File: src/rtl/board_poller.sv
`default_nettype none
// ============================================================================
// Module   : board_poller
// Brief    : Enables the keypad scanner over its bus, polls the key-code
//            register, debounces each sample and queues new codes in a FIFO.
// Revision : 1.0 - initial release
// ============================================================================
module board_poller #(
  parameter int                 tamPro    = 16,
  parameter int                 tamAddr   = 4,
  parameter int                 POLL_DIV  = 1000,
  parameter int                 DEBOUNCE  = 2,
  parameter logic [tamAddr-1:0] ADDR_N    = 4'h0,
  parameter logic [tamAddr-1:0] ADDR_INIT = 4'h2
) (
  input  logic               clk,
  input  logic               rst_n,
  input  logic               enable,
  output logic [tamAddr-1:0] addr,
  output logic               cs,
  output logic               rd,
  output logic               wr,
  output logic [tamPro-1:0]  dout,
  input  logic [tamPro-1:0]  din,
  output logic [3:0]         key_code,
  output logic               key_valid,
  input  logic               key_ack,
  output logic               overflow
);

  localparam int                 CNT_W    = (POLL_DIV > 1) ? $clog2(POLL_DIV) : 1;
  localparam logic [CNT_W-1:0]   CNT_LAST = CNT_W'(POLL_DIV - 1);
  localparam logic [2:0]         DEB      = 3'(DEBOUNCE);

  typedef enum logic [2:0] {
    ST_OFF     = 3'd0,
    ST_INIT_WR = 3'd1,
    ST_WAIT    = 3'd2,
    ST_RD_REQ  = 3'd3,
    ST_EVAL    = 3'd4,
    ST_STOP_WR = 3'd5
  } state_t;

  state_t             state_q, state_d;
  logic [CNT_W-1:0]   cnt_q, cnt_d;
  logic [3:0]         sample_q, sample_d;
  logic [3:0]         prev_q, prev_d;
  logic [2:0]         stable_q, stable_d;
  logic [3:0]         rep_q, rep_d;
  logic               rep_valid_q, rep_valid_d;
  logic               push_req;

  logic [tamAddr-1:0] addr_q, addr_d;
  logic               cs_q, cs_d, rd_q, rd_d, wr_q, wr_d;
  logic [tamPro-1:0]  dout_q, dout_d;

  logic [3:0]         mem_q [4];
  logic [3:0]         mem_d [4];
  logic [1:0]         wr_ptr_q, wr_ptr_d, rd_ptr_q, rd_ptr_d;
  logic [2:0]         count_q, count_d;
  logic [3:0]         key_code_q, key_code_d;
  logic               key_valid_q, key_valid_d;
  logic               ovf_q, ovf_d;
  logic               pop_ok, push_ok;

  logic               unused_din;
  assign unused_din = ^din[tamPro-1:4];

  // Sequencing and debounce
  always_comb begin
    state_d     = state_q;
    cnt_d       = cnt_q;
    sample_d    = sample_q;
    prev_d      = prev_q;
    stable_d    = stable_q;
    rep_d       = rep_q;
    rep_valid_d = rep_valid_q;
    push_req    = 1'b0;
    case (state_q)
      ST_OFF: if (enable) state_d = ST_INIT_WR;
      ST_INIT_WR: begin
        state_d = ST_WAIT;
        cnt_d   = '0;
      end
      ST_WAIT: begin
        if (!enable)                 state_d = ST_STOP_WR;
        else if (cnt_q == CNT_LAST)  state_d = ST_RD_REQ;
        else                         cnt_d   = cnt_q + 1'b1;
      end
      ST_RD_REQ: begin
        sample_d = din[3:0];
        state_d  = ST_EVAL;
      end
      ST_EVAL: begin
        if (sample_q == prev_q) stable_d = (stable_q >= DEB) ? DEB : stable_q + 3'd1;
        else                    stable_d = 3'd1;
        prev_d = sample_q;
        if (stable_d == DEB && (!rep_valid_q || sample_q != rep_q)) begin
          push_req    = 1'b1;
          rep_d       = sample_q;
          rep_valid_d = 1'b1;
        end
        cnt_d   = '0;
        state_d = enable ? ST_WAIT : ST_STOP_WR;
      end
      ST_STOP_WR: begin
        rep_valid_d = 1'b0;
        stable_d    = 3'd0;
        state_d     = ST_OFF;
      end
      default: state_d = ST_OFF;
    endcase
  end

  // Bus outputs are decoded from the next state so they register in step with it
  always_comb begin
    addr_d = '0;
    cs_d   = 1'b0;
    rd_d   = 1'b0;
    wr_d   = 1'b0;
    dout_d = '0;
    case (state_d)
      ST_INIT_WR: begin
        addr_d = ADDR_INIT;
        cs_d   = 1'b1;
        wr_d   = 1'b1;
        dout_d = tamPro'(1);
      end
      ST_RD_REQ: begin
        addr_d = ADDR_N;
        cs_d   = 1'b1;
        rd_d   = 1'b1;
      end
      ST_STOP_WR: begin
        addr_d = ADDR_INIT;
        cs_d   = 1'b1;
        wr_d   = 1'b1;
      end
      default: ;
    endcase
  end

  // FIFO: a full FIFO still takes a push when the head is popped in the same cycle
  always_comb begin
    pop_ok   = key_ack && (count_q != 3'd0);
    push_ok  = push_req && ((count_q != 3'd4) || pop_ok);
    mem_d    = mem_q;
    if (push_ok) mem_d[wr_ptr_q] = sample_q;
    wr_ptr_d    = wr_ptr_q + {1'b0, push_ok};
    rd_ptr_d    = rd_ptr_q + {1'b0, pop_ok};
    count_d     = count_q + {2'b00, push_ok} - {2'b00, pop_ok};
    key_code_d  = mem_d[rd_ptr_d];
    key_valid_d = (count_d != 3'd0);
    ovf_d       = ovf_q | (push_req & ~push_ok);
  end

  always_ff @(posedge clk or negedge rst_n) begin
    if (!rst_n) begin
      state_q     <= ST_OFF;
      cnt_q       <= '0;
      sample_q    <= 4'h0;
      prev_q      <= 4'h0;
      stable_q    <= 3'd0;
      rep_q       <= 4'h0;
      rep_valid_q <= 1'b0;
      addr_q      <= '0;
      cs_q        <= 1'b0;
      rd_q        <= 1'b0;
      wr_q        <= 1'b0;
      dout_q      <= '0;
      mem_q       <= '{default: 4'h0};
      wr_ptr_q    <= 2'd0;
      rd_ptr_q    <= 2'd0;
      count_q     <= 3'd0;
      key_code_q  <= 4'h0;
      key_valid_q <= 1'b0;
      ovf_q       <= 1'b0;
    end else begin
      state_q     <= state_d;
      cnt_q       <= cnt_d;
      sample_q    <= sample_d;
      prev_q      <= prev_d;
      stable_q    <= stable_d;
      rep_q       <= rep_d;
      rep_valid_q <= rep_valid_d;
      addr_q      <= addr_d;
      cs_q        <= cs_d;
      rd_q        <= rd_d;
      wr_q        <= wr_d;
      dout_q      <= dout_d;
      mem_q       <= mem_d;
      wr_ptr_q    <= wr_ptr_d;
      rd_ptr_q    <= rd_ptr_d;
      count_q     <= count_d;
      key_code_q  <= key_code_d;
      key_valid_q <= key_valid_d;
      ovf_q       <= ovf_d;
    end
  end

  assign addr      = addr_q;
  assign cs        = cs_q;
  assign rd        = rd_q;
  assign wr        = wr_q;
  assign dout      = dout_q;
  assign key_code  = key_code_q;
  assign key_valid = key_valid_q;
  assign overflow  = ovf_q;

endmodule
`default_nettype wire

File: config.mk
export PLATFORM = sky130hd
export DESIGN_NAME = board_poller
export DESIGN_NICKNAME = d
export VERILOG_FILES = /design/src/rtl/board_poller.sv
export SDC_FILE = /design/constraint.sdc
export NUM_CORES = 1
export LEC_CHECK = 0
export BUFFER_PORTS_ARGS = -buffer_cell sky130_fd_sc_hd__buf_2
export CORE_MARGIN = 2
export CORE_UTILIZATION = 52
export DETAILED_ROUTE_END_ITERATION = 10
export PLACE_DENSITY = 0.76
export SETUP_SLACK_MARGIN = 0.2
export SLEW_MARGIN = 30
export SYNTH_ARGS = -nofsm -noshare
export SYNTH_HDL_FRONTEND = slang
export SYNTH_SLANG_ARGS = --single-unit
File: constraint.sdc
create_clock -name clk -period 2.9 [get_ports clk]
set_clock_uncertainty 0.1 [all_clocks]
set_input_delay 0.58 -clock clk [delete_from_list [all_inputs] [get_ports clk]]
set_output_delay 0.58 -clock clk [all_outputs]
set_load 0.02 [all_outputs]
==> qor.yml, run 1 <==
outcome: "complete, but fails checks"
violations: "negative setup slack"
clk_latency_ps: 340
clock.fmax_mhz: 323
cp.arrival_ps: 3220
crit_path_end_kind: "flip-flop"
diodes: 0
io_buffers: 18
wl_per_cell_um: 15.3
syn_inst: 313
die_area_mm2: 0.00721
critPathRequiredTime_ps: 3020
post-route-drc-count: 0
fp.dieH_um: 84.9
ys_async_sr_fraction_pct: 100
ctsHoldBuffers: 0
dp_cells: 417
via_per_inst: 5.28
stdcell_area_mm2: 0.00414
maxSlewHeadroom_pct: 57.6
synth_seq_cells: 62
cp_slowest_stage_delay_ps: 420
yosysSeqAreaShare_pct: 45.6
switching_share_pct: 39.7
syn_avg_cell_area_um2: 10.9
p_sw_mw: 1.61
period_share_pct: 107
place_ws_ps: -176
drtIter0Drc: 89
ff2ff_path_depth: 13
setup_viol: 22
gr-total-overflow: 0
critPathLaunchType: "flip-flop"
grt.total_usage_pct: 20.3
synth_top_flop_cell: "dfrtp_1"
power_frac_seq_pct: 31.2
critPathLaunch: "stable_q[0]"
place_area_mm2: 0.00365
cts_max_path_buffers: 2
power.density_mw_per_mm2: 978
drive_gt1_share_pct: 33.4
peakVddDrop_mv: 0.597
worstHoldPathType: "primary input to asynchronous set/reset pin"
synth_edf_count: 0
slowest_stage: "dfrtp_1"
clkPwrFrac_pct: 17.0
yosysWarnings: 0
wl_um: 6860
final_cells: 448
slew_viol_final: 0
p_comb_share_pct: 51.9
worst_pin_slew_ps: 634
drt-pass1-iter-count: 4
multiInputGateArea_mm2: 0.00182
clk_pin_slew_worst_paths_ps: 60
vias: 2367
syn2layout_area_growth_pct: 21.5
grt_antenna_before_repair: 0
crit_top_cell: "xnor2_2"
r2r_end: "key_valid"
finalWorstSetupSlack_ps: -196
dp_hpwl_um: 4310
hold_viol_final: 0
drt.antenna.violating_nets: 0
syn_area_mm2: 0.00341
fin_nets: 396
synth_cell_types: 46
cts_buffers: 9
crit_chain: "buf_4 -> ha_4 -> nor3b_4 -> nor2_2 -> nor4b_4 -> nand2_1 -> ha_1 -> inv_1 -> ha_2 -> fa_2 -> xnor2_2 -> xnor2_2 -> or3_1"
r2r_start: "stable_q[0]"
clock-root-buffer: "clkbuf_8"
p_int_mw: 2.44
cts_tree: "built"
final_common_cell: "dfrtp_1"
dieWidth_um: 84.9
cap_violations: 0
core_area_mm2: 0.00635
start_util_pct: 53.6
r2r_slack_ps: -200
path_class: "flip-flop to flip-flop"
grt_pass1_vias: 2362
place_congestion: 0.790
cts.sinks: 62
cp_max_fo: 3
final_cell_mix: "62 x dfrtp_1, 48 x nor2_1, 25 x buf_4, 18 x conb_1"
regArea_mm2: 0.00155
min_period_ps: 3100
htree_levels: 3
ios: 49
grt_pass1_wl_um: 11400
nFillCells: 494
rows: 29
leakagePower_nw: 1.93
rsz0062_at_grt: "yes"
grt_max_degree: 42
-- worst max-delay path, delay by kind of cell (launching register included) --
kind,cells,cell delay [ps]
adders and majority gates,4,960
and+or+nand+nor,5,980
DFF,1,420
buffers and inverters,2,200
xor gates and xnor gates,2,300
-- registers in the layout, summed over array words and instances, names as in the netlist --
register / flops
addr: 1
cnt_q: 10
count_q: 3
cs: 1
dout: 1
key_code: 4
key_valid: 1
mem_q: 16
overflow: 1
prev_q: 4
rd: 1
rd_ptr_q: 2
rep_q: 4
rep_valid_q: 1
sample_q: 4
stable_q: 3
state_q: 3
wr_ptr_q: 2
-- cells in the mapped netlist (2+ instances only) --
cell | number | area [um^2]
nor2_1 | 49 | 184
mux2_2 | 29 | 327
o22ai_1 | 3 | 18.8
and2_1 | 3 | 18.8
nand2_1 | 16 | 60.1
or3_1 | 3 | 18.8
nand4_1 | 2 | 12.5
nor3_1 | 4 | 20.0
ha_1 | 7 | 87.6
xor2_1 | 8 | 70.1
dfrtp_1 | 62 | 1550
xnor2_1 | 13 | 114
nand3_1 | 5 | 25.0
buf_4 | 20 | 150
buf_2 | 3 | 15.0
a2111oi_4 | 4 | 110
and4_1 | 5 | 43.8
a21oi_1 | 3 | 15.0
o21ai_0 | 8 | 40.0
mux2i_1 | 16 | 160
nand2b_1 | 8 | 50.1
clkbuf_1 | 7 | 26.3
nand3b_1 | 3 | 22.5
buf_1 | 2 | 7.51
inv_1 | 9 | 33.8
-- timing repair --
| item | CTS | global route |
|---|---|---|
| pin swaps | 16 | 13 |
| hold endpoints to repair | 0 | 0 |
| gates resized for setup | 35 | 8 |
| endpoints found under the setup margin | 2 | 22 |
| setup buffers | 9 | 8 |
-- kinds of logic after synthesis --
kind of cell,count (synthesis),share of synthesized area [%]
XOR/XNOR,21,5.40
AO/OA/AOI/OAI,26,7.46
adder cells (fa/ha/maj),8,3.16
multiplexers,45,14.3
flip-flops,62,45.6
AND/OR/NAND/NOR,109,17.2
buffers and inverters,41,6.83
other,1,0.110
-- area by class of cell --
| class | instances | share of cell area, % |
|---|---|---|
| Clock buffer | 13 | 4.08 |
| Clock inverter | 1 | 0.121 |
| Inverter | 9 | 0.816 |
| Multi-Input combinational cell | 227 | 44.0 |
| Sequential cell | 62 | 37.5 |
| Tap cell | 77 | 2.33 |
| Timing Repair Buffer | 59 | 11.2 |
-- per-stage QoR --
| stage | util [%] | power, mW | hold slack (ps) | TNS [ps] |
|---|---|---|---|---|
| after floorplan | - | 2.60 | 184 | -245 |
| after global placement | 57.6 | 2.95 | 336 | -102 |
| after detailed placement | 57.6 | 3.03 | 348 | -176 |
| after CTS | 63.7 | 3.92 | 296 | -138 |
| after global routing | 65.2 | 4.35 | 151 | -3070 |
| final | 65.2 | 4.05 | 110 | -1040 |
-- power groups by stage --
stage | logic (mW) | registers, mW | clock network (mW)
after floorplan | 1.27 | 1.33 | 0
after global placement | 1.70 | 1.25 | 0
after detailed placement | 1.76 | 1.27 | 0
after CTS | 1.96 | 1.26 | 0.702
after global routing | 2.31 | 1.29 | 0.739
final | 2.10 | 1.26 | 0.687
-- layer usage --
metal  global-route usage (%)  wire, um  up-vias  part of all wire (%)
met5                        0         0        -                     0
met3                     6.71       244       16                   3.6
met1                     24.3      2790     1171                    41
li1                         -         -     1139                     -
met4                     5.77       196        0                   2.9
met2                     35.1      3640       41                    53
-- how the worst max path moves through the flow --
stage | slack (ps) | end | cells past startpoint
4_1_cts | -140 | key_valid | 13
3_5_place_dp | -180 | key_valid | 13
3_3_place_gp | -100 | key_valid | 13
6_report | -200 | key_valid | 13
5_1_grt | -320 | key_valid | 13
2_1_floorplan | -240 | key_valid | 12
Power figures use the tool's default switching activity.
==> run 2, diff against run 1 <==
- GPL_TIMING_DRIVEN: default -> 0
==> run 2 against run 1 <==
The run still ends with negative setup slack left. Fmax up 2.6%. Power grew 1.5%. Clock power grew 23%. Register-to-register slack better by 80 ps. Hold slack better by 120 ps. Wire length fell by 2.6%. Critical path depth stayed put. Sequential share of layout area is 0.84 points lower. Die area unchanged. Non-clock buffer count increased by 9. Via count rose by 0.21%. First-iteration DRC count increased by 53%.
==> qor.yml, run 2 (synthesis results as in run 1) <==
vias: 2372
wl_um: 6690
grt_max_degree: 63
diodes: 0
r2r_start: "sample_q[0]"
path_depth: 13
reg_top3: "mem_q (16), cnt_q (10)"
start_util_pct: 53.6
drtIter0Drc: 136
cts_buffers: 9
leakagePower_nw: 1.99
cp_max_fo: 5
cp_slowest_stage_delay_ps: 430
power.total_mw: 4.11
drt-pass1-iter-count: 4
slowest_stage: "dfrtp_1"
maxSlewHeadroom_pct: 47.9
fin_nets: 405
crit_path_end_kind: "flip-flop"
grt_antenna_before_repair: 0
drt.antenna.violating_nets: 0
slew_viol_final: 0
io_buffers: 18
cts_tree: "built"
grt.total_usage_pct: 19.3
fp.dieH_um: 84.9
power.density_mw_per_mm2: 970
rows: 29
cts.sinks: 62
ctsHoldBuffers: 0
core_area_mm2: 0.00635
fin_util_pct: 66.7
die_area_mm2: 0.00721
final_cell_mix: "61 x dfrtp_1, 48 x nor2_1, 27 x buf_4, 20 x buf_2, 18 x conb_1"
dieWidth_um: 84.9
rsz0062_at_grt: "yes"
outcome: "complete, but fails checks"
r2r_slack_ps: -120
finalWorstSetupSlack_ps: -118
grt_pass1_vias: 2306
clock-root-buffer: "clkbuf_8"
drive_gt1_share_pct: 34.4
peakVddDrop_mv: 0.623
largest_reg_flops: 16
cpLargestDelayFamily: "simple AND/OR/NAND/NOR gates"
hold_viol_final: 0
cp.arrival_ps: 3140
wl_per_cell_um: 14.6
worstHoldPathType: "primary input to asynchronous set/reset pin"
crit_chain: "xnor2_1 -> and2_0 -> buf_4 -> nand2_1 -> nor4b_4 -> nand2_1 -> ha_1 -> inv_1 -> ha_2 -> fa_2 -> xnor2_2 -> xnor2_1 -> or3_1"
clock.fmax_mhz: 331
critPathBufInv: 2
cts_max_path_buffers: 2
ff2ff_path_depth: 13
setup_viol: 1
place_congestion: 0.784
cap_violations: 0
violations: "negative setup slack"
gr-total-overflow: 0
critPathLaunchType: "flip-flop"
clk_latency_ps: 340
dp_hpwl_um: 4120
path_class: "flip-flop to flip-flop"
via_per_inst: 5.18
htree_levels: 3
critPathRequiredTime_ps: 3020
final_common_cell: "dfrtp_1"
syn2layout_area_growth_pct: 24.4
post-route-drc-count: 0
grt_pass1_wl_um: 10900
nFillCells: 478
r2r_end: "key_valid"
tns_ps: -118
period_share_pct: 104
min_period_ps: 3020
place_ws_ps: -602
worst_pin_slew_ps: 781
ios: 49
clk_pin_slew_worst_paths_ps: 70
regMostFlops: "mem_q"
[run 2: power by group]
part	internal [mW]	switching (mW)
Clock	0.523	0.323
Combinational	0.877	1.10
Sequential	1.11	0.178
[run 2: worst max-delay path by stage]
stage | from | end | slack, ps
global placement | state_q[2] | key_valid | -580
CTS | stable_q[1] | key_valid | -70
global route | sample_q[0] | key_valid | -250
detailed placement | state_q[2] | key_valid | -600
finish | sample_q[0] | key_valid | -120
floorplan | stable_q[1] | key_valid | -240
[run 2: stage by stage]
step / area, um^2 / hold WS, ps / std cells
finish: 4240 / 227 / 458
global route: 4240 / 281 / 458
CTS: 4110 / 233 / 450
detailed placement: 3680 / 363 / 425
global placement: 3670 / 336 / 425
floorplan: 3490 / 184 / 330
[run 2: metal layers]
| layer | GRT usage, % | vias up | share of wire [%] |
|---|---|---|---|
| li1 | - | 1163 | - |
| met1 | 22.7 | 1162 | 42 |
| met2 | 33.1 | 37 | 53 |
| met3 | 6.71 | 10 | 3.7 |
| met4 | 6.20 | 0 | 0.93 |
| met5 | 0 | - | 0 |
[run 2: repair_timing]
item,in CTS,in global routing
cloned,0,0
setup endpoints to repair,4,22
endpoints found under the hold margin,0,0
setup buffers,10,8
pin swaps,11,8
resized for setup,36,7
[run 2: area by class of cell]
class / count / area [um^2] / share of cell area [%]
multi-input combinational: 227 / 1830 / 43.2
buffer: 32 / 204 / 4.81
clock inverter: 4 / 70.1 / 1.65
tap: 77 / 96.3 / 2.27
clock buffer: 11 / 151 / 3.57
timing repair buffer: 36 / 299 / 7.06
sequential: 62 / 1550 / 36.6
inverter: 9 / 33.8 / 0.797
